`config.mk`:
```
export PLATFORM = sky130hd
export DESIGN_NAME = tia_write_address_decodes
export DESIGN_NICKNAME = d
export VERILOG_FILES = /design/src/rtl/tia_write_address_decodes.sv
export SDC_FILE = /design/constraint.sdc
export NUM_CORES = 1
export LEC_CHECK = 0
export CELL_PAD_IN_SITES_DETAIL_PLACEMENT = 0
export CELL_PAD_IN_SITES_GLOBAL_PLACEMENT = 1
export CORE_MARGIN = 4
export CORE_UTILIZATION = 46
export DETAILED_ROUTE_END_ITERATION = 8
export DONT_BUFFER_PORTS = 1
export PLACE_DENSITY_LB_ADDON = 0.1
export SYNTH_ARGS = -nofsm -noshare
export SYNTH_HDL_FRONTEND = slang
export SYNTH_SLANG_ARGS = --single-unit
```
`constraint.sdc`:
```
create_clock -name phi2 -period 1.7 [get_ports phi2]
set_clock_uncertainty 0.05 [all_clocks]
set_input_delay 0.085 -clock phi2 [delete_from_list [all_inputs] [get_ports phi2]]
set_output_delay 0.085 -clock phi2 [all_outputs]
set_load 0.01 [all_outputs]
```
`src/rtl/tia_write_address_decodes.sv`:
```
// TIA write-register address decoder: 6-bit CPU write address to 45 one-hot strobes.
// Optional TIA_WDEC_UNMAPPED_FLAG_EN adds an undef strobe for writes to 0x2D..0x3F.
module tia_write_address_decodes (
    input  logic       phi2,
    input  logic       reset,
    input  logic [5:0] a,
    input  logic       w_bar,
    output logic       vsyn,
    output logic       vblk,
    output logic       wsyn,
    output logic       rsyn,
    output logic       nsz0,
    output logic       nsz1,
    output logic       p0ci,
    output logic       p1ci,
    output logic       pfci,
    output logic       bkci,
    output logic       pfct,
    output logic       p0rf,
    output logic       p1rf,
    output logic       pf0,
    output logic       pf1,
    output logic       pf2,
    output logic       p0re,
    output logic       p1re,
    output logic       m0re,
    output logic       m1re,
    output logic       blre,
    output logic       auc0,
    output logic       auc1,
    output logic       auf0,
    output logic       auf1,
    output logic       auv0,
    output logic       auv1,
    output logic       p0cr,
    output logic       p1cr,
    output logic       m0en,
    output logic       m1en,
    output logic       blen,
    output logic       p0hm,
    output logic       p1hm,
    output logic       m0hm,
    output logic       m1hm,
    output logic       blhm,
    output logic       p0vd,
    output logic       p1vd,
    output logic       blvd,
    output logic       m0pre,
    output logic       m1pre,
    output logic       hmove,
    output logic       hmclr,
`ifdef TIA_WDEC_UNMAPPED_FLAG_EN
    output logic       cxclr,
    output logic       undef
`else
    output logic       cxclr
`endif
);

    localparam int unsigned NREG = 45;
    localparam logic [5:0] LAST = 6'h2C;

    logic            wr;
    logic            mapped;
    logic [NREG-1:0] dec;
    logic [NREG-1:0] strb_q;

    assign wr     = ~w_bar;
    assign mapped = (a <= LAST);

    // One-hot decode; nothing fires on reads or unmapped addresses.
    always_comb begin
        dec = '0;
        if (wr && mapped) begin
            for (int i = 0; i < NREG; i++) begin
                if (a == 6'(i)) begin
                    dec[i] = 1'b1;
                end
            end
        end
    end

    // Strobes update on the falling edge that ends the bus cycle.
    always_ff @(negedge phi2 or posedge reset) begin
        if (reset) begin
            strb_q <= '0;
        end else begin
            strb_q <= dec;
        end
    end

`ifdef TIA_WDEC_UNMAPPED_FLAG_EN
    logic undef_q;

    always_ff @(negedge phi2 or posedge reset) begin
        if (reset) begin
            undef_q <= 1'b0;
        end else begin
            undef_q <= wr & ~mapped;
        end
    end

    assign undef = undef_q;
`endif

    assign vsyn  = strb_q[0];
    assign vblk  = strb_q[1];
    assign wsyn  = strb_q[2];
    assign rsyn  = strb_q[3];
    assign nsz0  = strb_q[4];
    assign nsz1  = strb_q[5];
    assign p0ci  = strb_q[6];
    assign p1ci  = strb_q[7];
    assign pfci  = strb_q[8];
    assign bkci  = strb_q[9];
    assign pfct  = strb_q[10];
    assign p0rf  = strb_q[11];
    assign p1rf  = strb_q[12];
    assign pf0   = strb_q[13];
    assign pf1   = strb_q[14];
    assign pf2   = strb_q[15];
    assign p0re  = strb_q[16];
    assign p1re  = strb_q[17];
    assign m0re  = strb_q[18];
    assign m1re  = strb_q[19];
    assign blre  = strb_q[20];
    assign auc0  = strb_q[21];
    assign auc1  = strb_q[22];
    assign auf0  = strb_q[23];
    assign auf1  = strb_q[24];
    assign auv0  = strb_q[25];
    assign auv1  = strb_q[26];
    assign p0cr  = strb_q[27];
    assign p1cr  = strb_q[28];
    assign m0en  = strb_q[29];
    assign m1en  = strb_q[30];
    assign blen  = strb_q[31];
    assign p0hm  = strb_q[32];
    assign p1hm  = strb_q[33];
    assign m0hm  = strb_q[34];
    assign m1hm  = strb_q[35];
    assign blhm  = strb_q[36];
    assign p0vd  = strb_q[37];
    assign p1vd  = strb_q[38];
    assign blvd  = strb_q[39];
    assign m0pre = strb_q[40];
    assign m1pre = strb_q[41];
    assign hmove = strb_q[42];
    assign hmclr = strb_q[43];
    assign cxclr = strb_q[44];

endmodule

```
==> results of run 1 <==
logic make-up after synthesis:
family / count (synthesis) / share of synthesized area, %
buffers and inverters: 10 / 4.716
DFF: 45 / 71.94
and+or+nand+nor: 63 / 23.34
final cells by class:
class / count / area [um2] / share of cell area, %
multi-input cells: 63 / 365.4 / 22.07
repair buffers: 7 / 52.55 / 3.175
clock buffers: 8 / 48.80 / 2.948
flip-flops and latches: 45 / 1126 / 68.03
inverters: 1 / 7.507 / 0.4535
well taps: 44 / 55.05 / 3.326
placed cells by master, fill, tap and decap left out, drive strengths merged:
master,Yosys,layout
or4,1,1
clkbuf,0,8
nor4,6,6
nand4b,2,2
or4b,4,4
dfrtn,45,45
nand2b,2,2
nor3,6,6
nor2,33,33
buf,9,7
or3b,2,2
clkinvlp,0,1
or3,1,1
nand4bb,4,4
nand2,2,2
stage by stage:
step,utilization [%],setup WS (ns),TNS (ns),std cells
6_report,52.50,-0.08040,-2.892,168
5_1_grt,52.50,-0.1205,-4.530,168
4_1_cts,52.50,-0.1089,-3.709,168
3_5_place_dp,50.95,-0.1025,-1.829,160
3_3_place_gp,50.95,-0.08235,-1.819,160
2_1_floorplan,-,0.0005899,0,118
cell usage after synthesis:
cell type   n  share of area [%]
nor4_2      1               0.80
nand4bb_1   4                2.9
or4b_4      2                1.8
nor4_1      5                2.0
or4_4       1               0.72
buf_6       4                2.9
buf_2       5                1.6
nor2_2      1               0.40
or4b_1      2                1.3
nor3_1      6                1.9
nand4b_1    2                1.1
dfrtn_1    45                 72
or3_1       1               0.40
inv_1       1               0.24
nand2b_1    2               0.80
or3b_1      2                1.1
nand2_1     2               0.48
nor2_1     32                7.7
power groups by stage:
stage          Clock (mW)  Combinational (mW)  Sequential [mW]
3_3_place_gp            0              0.0718             1.11
6_report            0.460              0.0709             1.09
4_1_cts             0.476              0.0730             1.09
3_5_place_dp            0              0.0729             1.11
2_1_floorplan           0              0.0711             1.11
5_1_grt             0.518              0.0819             1.09
per-layer routing:
metal	vias to the layer above	wire [um]
li1	404	-
met1	441	1106
met3	5	289
met4	0	48
met2	36	1405
met5	-	0
final timing paths:
| path | slack, ns | startpoint | endpoint |
|---|---|---|---|
| hold / removal | 0.34 | reset | strb_q[22] |
| min in group phi2 | 0.64 | a[1] | strb_q[28] |
| max in group asynchronous | 0.95 | reset | strb_q[10] |
| setup / recovery | -0.08 | strb_q[4] | nsz0 |
==> metrics, run 1 <==
number of buffers created by CTS=5; Die Ht=66.33 um; slew at the pin closest to its max-slew limit=0.3141 ns; cts hold-fix bufs=0; final hold vios=0; violated checks=setup timing; Seq/Total Area, Yosys=71.94%; RSZ-0062 raised after global routing=yes; power per standard cell area=about 980 nW/um2; CTS resizes=0; Synth Instances=118; drt wl/cell=16.96 um; switching power=approximately 0.35 mW; Crit Path Max Fanout=1; Yosys reg bits=45; met3 GRT Util=8.333%; endpoints failing setup=45; worst hold slack=0.3446 ns; HPWL Detailed=about 2.0 mm; final total power=1.618 mW; IO Count=54; drt drc=0; Post-CTS Setup Bufs=0; Pre-Repair DR Iteration Count=4; Netlist Area Pre-Place=about 1600 um2; crit start category=flip-flop; count of pins over their slew limit=0; share of cells above drive strength 1=14.52%; Reg power frac=67.2%; Syn Area/Cell=13.26 um2; area of the core=3153 um2; CTS Root Cell=clkbuf_4; ANT cells=0; GPL Wtd Cong=0.6824; Area Growth Syn to Fin=5.756%; CTS Sinks=between 40 and 50; H-tree Lvls=2; GR Util met1=16.72%; Max-slew headroom=79.06%; Synth cell types=18; first-pass GRT wire length=around 4.6 mm; Remaining Overflow, GRT=0; post-synthesis net count=127; PortBufs=0; clock share of power=28.4%; Vias=between 800 and 900; DRT iter0 DRCs=36; Longest Clk Path Bufs=2; Clock Pin Slew Worst Setup and Hold Paths=0.08 ns; internal power=approximately 1.3 mW; gr busiest metal=met2; Comb pwr share=4.4%; Final Worst Setup Slack=-0.08040 ns; HP Class=in -> async; initial antenna violation count=0; Sw Share=21.36%; average vias per placed instance=5.274; required time of the critical path=1.56 ns; placed inst area=between 1500 and 2000 um2; status=finished with violations; vias in the first global route=894; crit path DAT=1.65 ns; Crit. End Element=output port; CTS tree=yes; Tot GR Track Use=~15%; GR Layer Usage met2=22.92%; Max-Cap Viols=0; stages on the worst setup path=0; Final Instance Area=roughly 1700 um2; Final nets=132; Lkg Pwr=0.7568 nW; register with the most flip-flops=strb_q; Yosys warnings=0; top flop regs=strb_q: 45 flops; kind of critical path=reg -> out; die width=66.33 um; Initial Utilization=49.64%; max reg flops=45; ANT nets after route=0; Die Footprint=roughly 4400 um2; Detailed Route WL=2.850 mm; Peak VDD IR=~0.55 mV; # rows=20; Fillers=299; pin count of the biggest net entering global routing=28
No activity file was read; power rests on OpenSTA's default activity.
==> run 2: changes to the inputs <==
==> constraint.sdc (replaced) <==
create_clock -name phi2 -period 1.93 [get_ports phi2]
set_clock_uncertainty 0.05 [all_clocks]
set_input_delay 0.0965 -clock phi2 [delete_from_list [all_inputs] [get_ports phi2]]
set_output_delay 0.0965 -clock phi2 [all_outputs]
set_load 0.01 [all_outputs]
==> metrics, run 2 (same netlist as run 1, synthesis figures left out) <==
Area Growth Syn to Fin=6.475%; crit start category=flip-flop; Sw Share=21.27% (-0.090 points); Post-Route Utilization=52.86% (+0.36 points); stages on the worst setup path=0 (unchanged); share of cells above drive strength 1=14.75% (+0.24 points); Die Footprint=4400 um2 (unchanged); Max-slew headroom=72.32% (-6.7 points); RSZ-0062 raised after global routing=yes; Lkg Pwr=0.7614 nW (+0.61%); Placement Setup Slack=-0.001443 ns (+0.1011 ns); HPWL Detailed=1.954 mm (-2.9%); placed inst area=1612 um2 (+0.31%); Fillers=280 (-6.4%); pin count of the biggest net entering global routing=28 (unchanged); power per standard cell area=875.8 nW/um2 (-10%); Final Instance Area=1667 um2 (+0.68%); Final Worst Setup Slack=0.02138 ns (+0.1018 ns); Final nets=131 (-0.76%); ANT nets after route=0 (unchanged); Crit Path Max Fanout=1 (unchanged); Max-Cap Viols=0 (unchanged); IO Count=54 (unchanged); crit path DAT=1.76 ns (+0.11 ns); Initial Utilization=49.64% (unchanged); first-pass GRT wire length=4.712 mm (+2.2%); average vias per placed instance=5.229 (-0.85%); dpl cells=159 (-0.63%); Reg power frac=65.6% (-1.6 points); slew at the pin closest to its max-slew limit=0.4143 ns (+0.1002 ns); clock share of power=29.9% (+1.5 points); most frequent cells in the layout=dfrtn_1, nor2_1, nor3_1; internal power=1.149 mW (-9.7%); Die Ht=66.33 um (unchanged); Storage cell area=1126 um2 (unchanged); drt drc=0 (unchanged); Comb pwr share=4.4% (about the same); top flop regs=strb_q: 45 flops; count of pins over their slew limit=0 (unchanged); number of buffers created by CTS=5 (unchanged); Detailed Route WL=2.828 mm (-0.77%); max reg flops=45 (unchanged); Crit. End Element=output port; Setup crit end=p1rf; cts hold-fix bufs=0 (unchanged); switching power=0.3105 mW (-10%); initial antenna violation count=0 (unchanged); die width=66.33 um (unchanged); most common cell after layout, fill and taps aside=dfrtn_1; PortBufs=0 (unchanged); Longest Clk Path Bufs=2 (unchanged); area of the multi-input gates=365.4 um2 (unchanged); register with the most flip-flops=strb_q; # rows=20 (unchanged); area of the core=3153 um2 (unchanged); Remaining Overflow, GRT=0 (unchanged); Pre-Repair DR Iteration Count=4 (unchanged); Post-CTS Setup Bufs=0 (unchanged); ANT cells=0 (unchanged); vias in the first global route=914 (+2.2%); endpoints failing setup=0 (-100%); GPL Wtd Cong=0.6795 (-0.42%); CTS Sinks=45 (unchanged); Peak VDD IR=0.3954 mV (-28%); required time of the critical path=1.78 ns (+0.22 ns); status=completed; HP Class=in -> async; Vias=868 (-2.0%); Clock Pin Slew Worst Setup and Hold Paths=0.08 ns (about the same); H-tree Lvls=2 (unchanged); Tot GR Track Use=14.83% (+0.14 points); Non-Filler Instances=166 (-1.2%); CTS resizes=0 (unchanged); CTS tree=yes; drt wl/cell=17.04 um (+0.42%); final hold vios=0 (unchanged); crit path from=strb_q[12]; DRT iter0 DRCs=21 (-42%); CTS Root Cell=clkbuf_4; kind of critical path=reg -> out
[run 2: per-stage QoR]
stage | setup TNS [ns] | total power, mW | hold WS [ns]
floorplan | 0 | 1.037 | 0.9108
global placement | 0 | 1.041 | 0.7890
detailed placement | -0.001443 | 1.042 | 0.8011
CTS | 0 | 1.474 | 0.4336
global route | -0.2032 | 1.527 | 0.4339
finish | 0 | 1.460 | 0.4267
[run 2: layout make-up]
type | instances | share of cell area (%)
Clock buffer | 7 | 3.303
Timing Repair Buffer | 6 | 3.453
Multi-Input combinational cell | 63 | 21.92
Inverter | 1 | 0.4505
Sequential cell | 45 | 67.57
Tap cell | 44 | 3.303
[run 2: routing by layer]
metal  vias up  track usage [%]  wire length, um
met3         6            7.823              278
met5         -                0                0
li1        401                -                -
met4         0            4.569               38
met1       427            16.48             1126
met2        34            24.41             1384
[run 2: how the worst min path moves through the flow]
stage                             to  slack (ns)
after floorplan            strb_q[0]        0.91
after global placement     strb_q[6]        0.79
after detailed placement   strb_q[6]        0.80
after CTS                 strb_q[19]        0.43
after global routing      strb_q[20]        0.43
final                     strb_q[20]        0.43
[run 2: power by group through the flow]
stage | logic [mW] | clock network, mW | registers (mW)
after floorplan | 0.0626 | 0 | 0.975
after global placement | 0.0653 | 0 | 0.976
after detailed placement | 0.0665 | 0 | 0.976
after CTS | 0.0666 | 0.449 | 0.958
after global routing | 0.0741 | 0.494 | 0.959
final | 0.0643 | 0.437 | 0.958
==> run 3: changes to the inputs <==
--- a/config.mk
+++ b/config.mk
@@ -9,6 +9,7 @@
 export CELL_PAD_IN_SITES_GLOBAL_PLACEMENT = 1
 export CORE_MARGIN = 4
 export CORE_UTILIZATION = 46
+export CTS_BUF_LIST = sky130_fd_sc_hd__clkbuf_2
 export DETAILED_ROUTE_END_ITERATION = 8
 export DONT_BUFFER_PORTS = 1
 export PLACE_DENSITY_LB_ADDON = 0.1
==> metrics, run 3 (same netlist as run 1, synthesis figures left out) <==
status=finished with violations; violated checks=setup timing; Vias=870 (+0.23%); count of pins over their slew limit=0 (unchanged); Max-slew headroom=72.41% (+0.084 points); most frequent cells in the layout=dfrtn_1, nor2_1, nor3_1, clkbuf_2; area of the core=3153 um2 (unchanged); PortBufs=0 (unchanged); RSZ-0062 raised after global routing=yes; endpoints failing setup=5 (+5); placed inst area=1612 um2 (unchanged); register with the most flip-flops=strb_q; share of cells above drive strength 1=14.75% (unchanged); Pre-Repair DR Iteration Count=3 (-1); final hold vios=0 (unchanged); Final Worst Setup Slack=-0.01266 ns (-0.03405 ns); ANT nets after route=0 (unchanged); Clock Pin Slew Worst Setup and Hold Paths=0.13 ns (+0.05 ns); # rows=20 (unchanged); slew at the pin closest to its max-slew limit=0.4130 ns (-0.001249 ns); Area Growth Syn to Fin=5.116%; Peak VDD IR=0.4292 mV (+8.5%); ANT cells=0 (unchanged); most common cell after layout, fill and taps aside=dfrtn_1; Die Ht=66.33 um (unchanged); crit path DAT=1.80 ns (+0.04 ns); vias in the first global route=911 (-0.33%); Post-Route Utilization=52.18% (-0.67 points); crit start category=flip-flop; Lkg Pwr=0.7565 nW (-0.64%); CTS resizes=0 (unchanged); CTS Sinks=45 (unchanged); Fillers=284 (+1.4%); HP Class=in -> async; IO Count=54 (unchanged); initial antenna violation count=0 (unchanged); first-pass GRT wire length=4.705 mm (-0.15%); drt wl/cell=17.13 um (+0.57%); CTS tree=yes; Remaining Overflow, GRT=0 (unchanged); top flop regs=strb_q: 45 flops; Crit Path Max Fanout=1 (unchanged); die width=66.33 um (unchanged); Die Footprint=4400 um2 (unchanged); number of buffers created by CTS=5 (unchanged); Initial Utilization=49.64% (unchanged); Final Instance Area=1645 um2 (-1.3%); Final nets=131 (unchanged); kind of critical path=reg -> out; power per standard cell area=836.3 nW/um2 (-4.5%); Tot GR Track Use=14.90% (+0.072 points); Max-Cap Viols=0 (unchanged); DRT iter0 DRCs=20 (-4.8%); average vias per placed instance=5.241 (+0.23%); CTS Root Cell=clkbuf_2; H-tree Lvls=2 (unchanged); GPL Wtd Cong=0.6795 (unchanged); Crit. End Element=output port; drt drc=0 (unchanged); pin count of the biggest net entering global routing=28 (unchanged); required time of the critical path=1.78 ns (about the same); Detailed Route WL=2.844 mm (+0.57%); max reg flops=45 (unchanged); Longest Clk Path Bufs=2 (unchanged); HPWL Detailed=1.954 mm (unchanged)
run 3: changes by cell type in the layout (fill, tap and decap cells not counted):
cell      before  now
clkbuf_2       0    6
clkinv_1       0    1
clkbuf_4       5    0
clkbuf_1       1    0
clkbuf_8       1    0
run 3: routing by layer:
metal  vias to the layer above  track usage (%)  wire, um
met2                        34            24.41      1386
met3                         6            7.823       273
met1                       429            16.37      1145
li1                        401                -         -
met4                         0            5.330        40
met5                         -                0         0
run 3: how the worst max path moves through the flow:
| stage | slack (ns) | end | cells after the start | start |
|---|---|---|---|---|
| 2_1_floorplan | 0.10 | strb_q[12] | 3 | a[5] |
| 3_3_place_gp | 0.02 | strb_q[25] | 3 | a[5] |
| 3_5_place_dp | -0.001 | strb_q[19] | 2 | a[5] |
| 4_1_cts | -0.04 | p1rf | 0 | strb_q[12] |
| 5_1_grt | -0.07 | nsz0 | 0 | strb_q[4] |
| 6_report | -0.01 | p1rf | 0 | strb_q[12] |
run 3: area by class of cell:
cell class | count | area (um2) | area share [%]
clock inverters | 1 | 3.754 | 0.2281
multi-input cells | 63 | 365.4 | 22.21
clock buffers | 6 | 30.03 | 1.825
inverters | 1 | 7.507 | 0.4563
well taps | 44 | 55.05 | 3.346
repair buffers | 6 | 57.56 | 3.498
flip-flops and latches | 45 | 1126 | 68.44
run 3: repair_timing:
item / CTS / global route
pin swaps: 0 / 0
buffers inserted: 0 / 0
setup endpoints to repair: 44 / 45
hold buffers: 0 / 0
run 3: per-stage QoR:
stage / instances / hold WS [ns] / setup TNS (ns) / worst slack (ns) / total power [mW]
finish: 166 / 0.3954 / -0.03205 / -0.01266 / 1.376
global route: 166 / 0.3833 / -2.193 / -0.07281 / 1.437
CTS: 166 / 0.3897 / -0.7418 / -0.04469 / 1.387
detailed placement: 159 / 0.8011 / -0.001443 / -0.001443 / 1.042
global placement: 159 / 0.7890 / 0 / 0.02044 / 1.041
floorplan: 118 / 0.9108 / 0 / 0.1041 / 1.037
run 3: power by group:
group / switching (mW) / leakage, nW / internal (mW)
logic: 0.0409 / 0.102 / 0.0234
registers: 0.00482 / 0.628 / 0.954
clock network: 0.268 / 0.0265 / 0.0846
total: 0.314 / 0.757 / 1.06
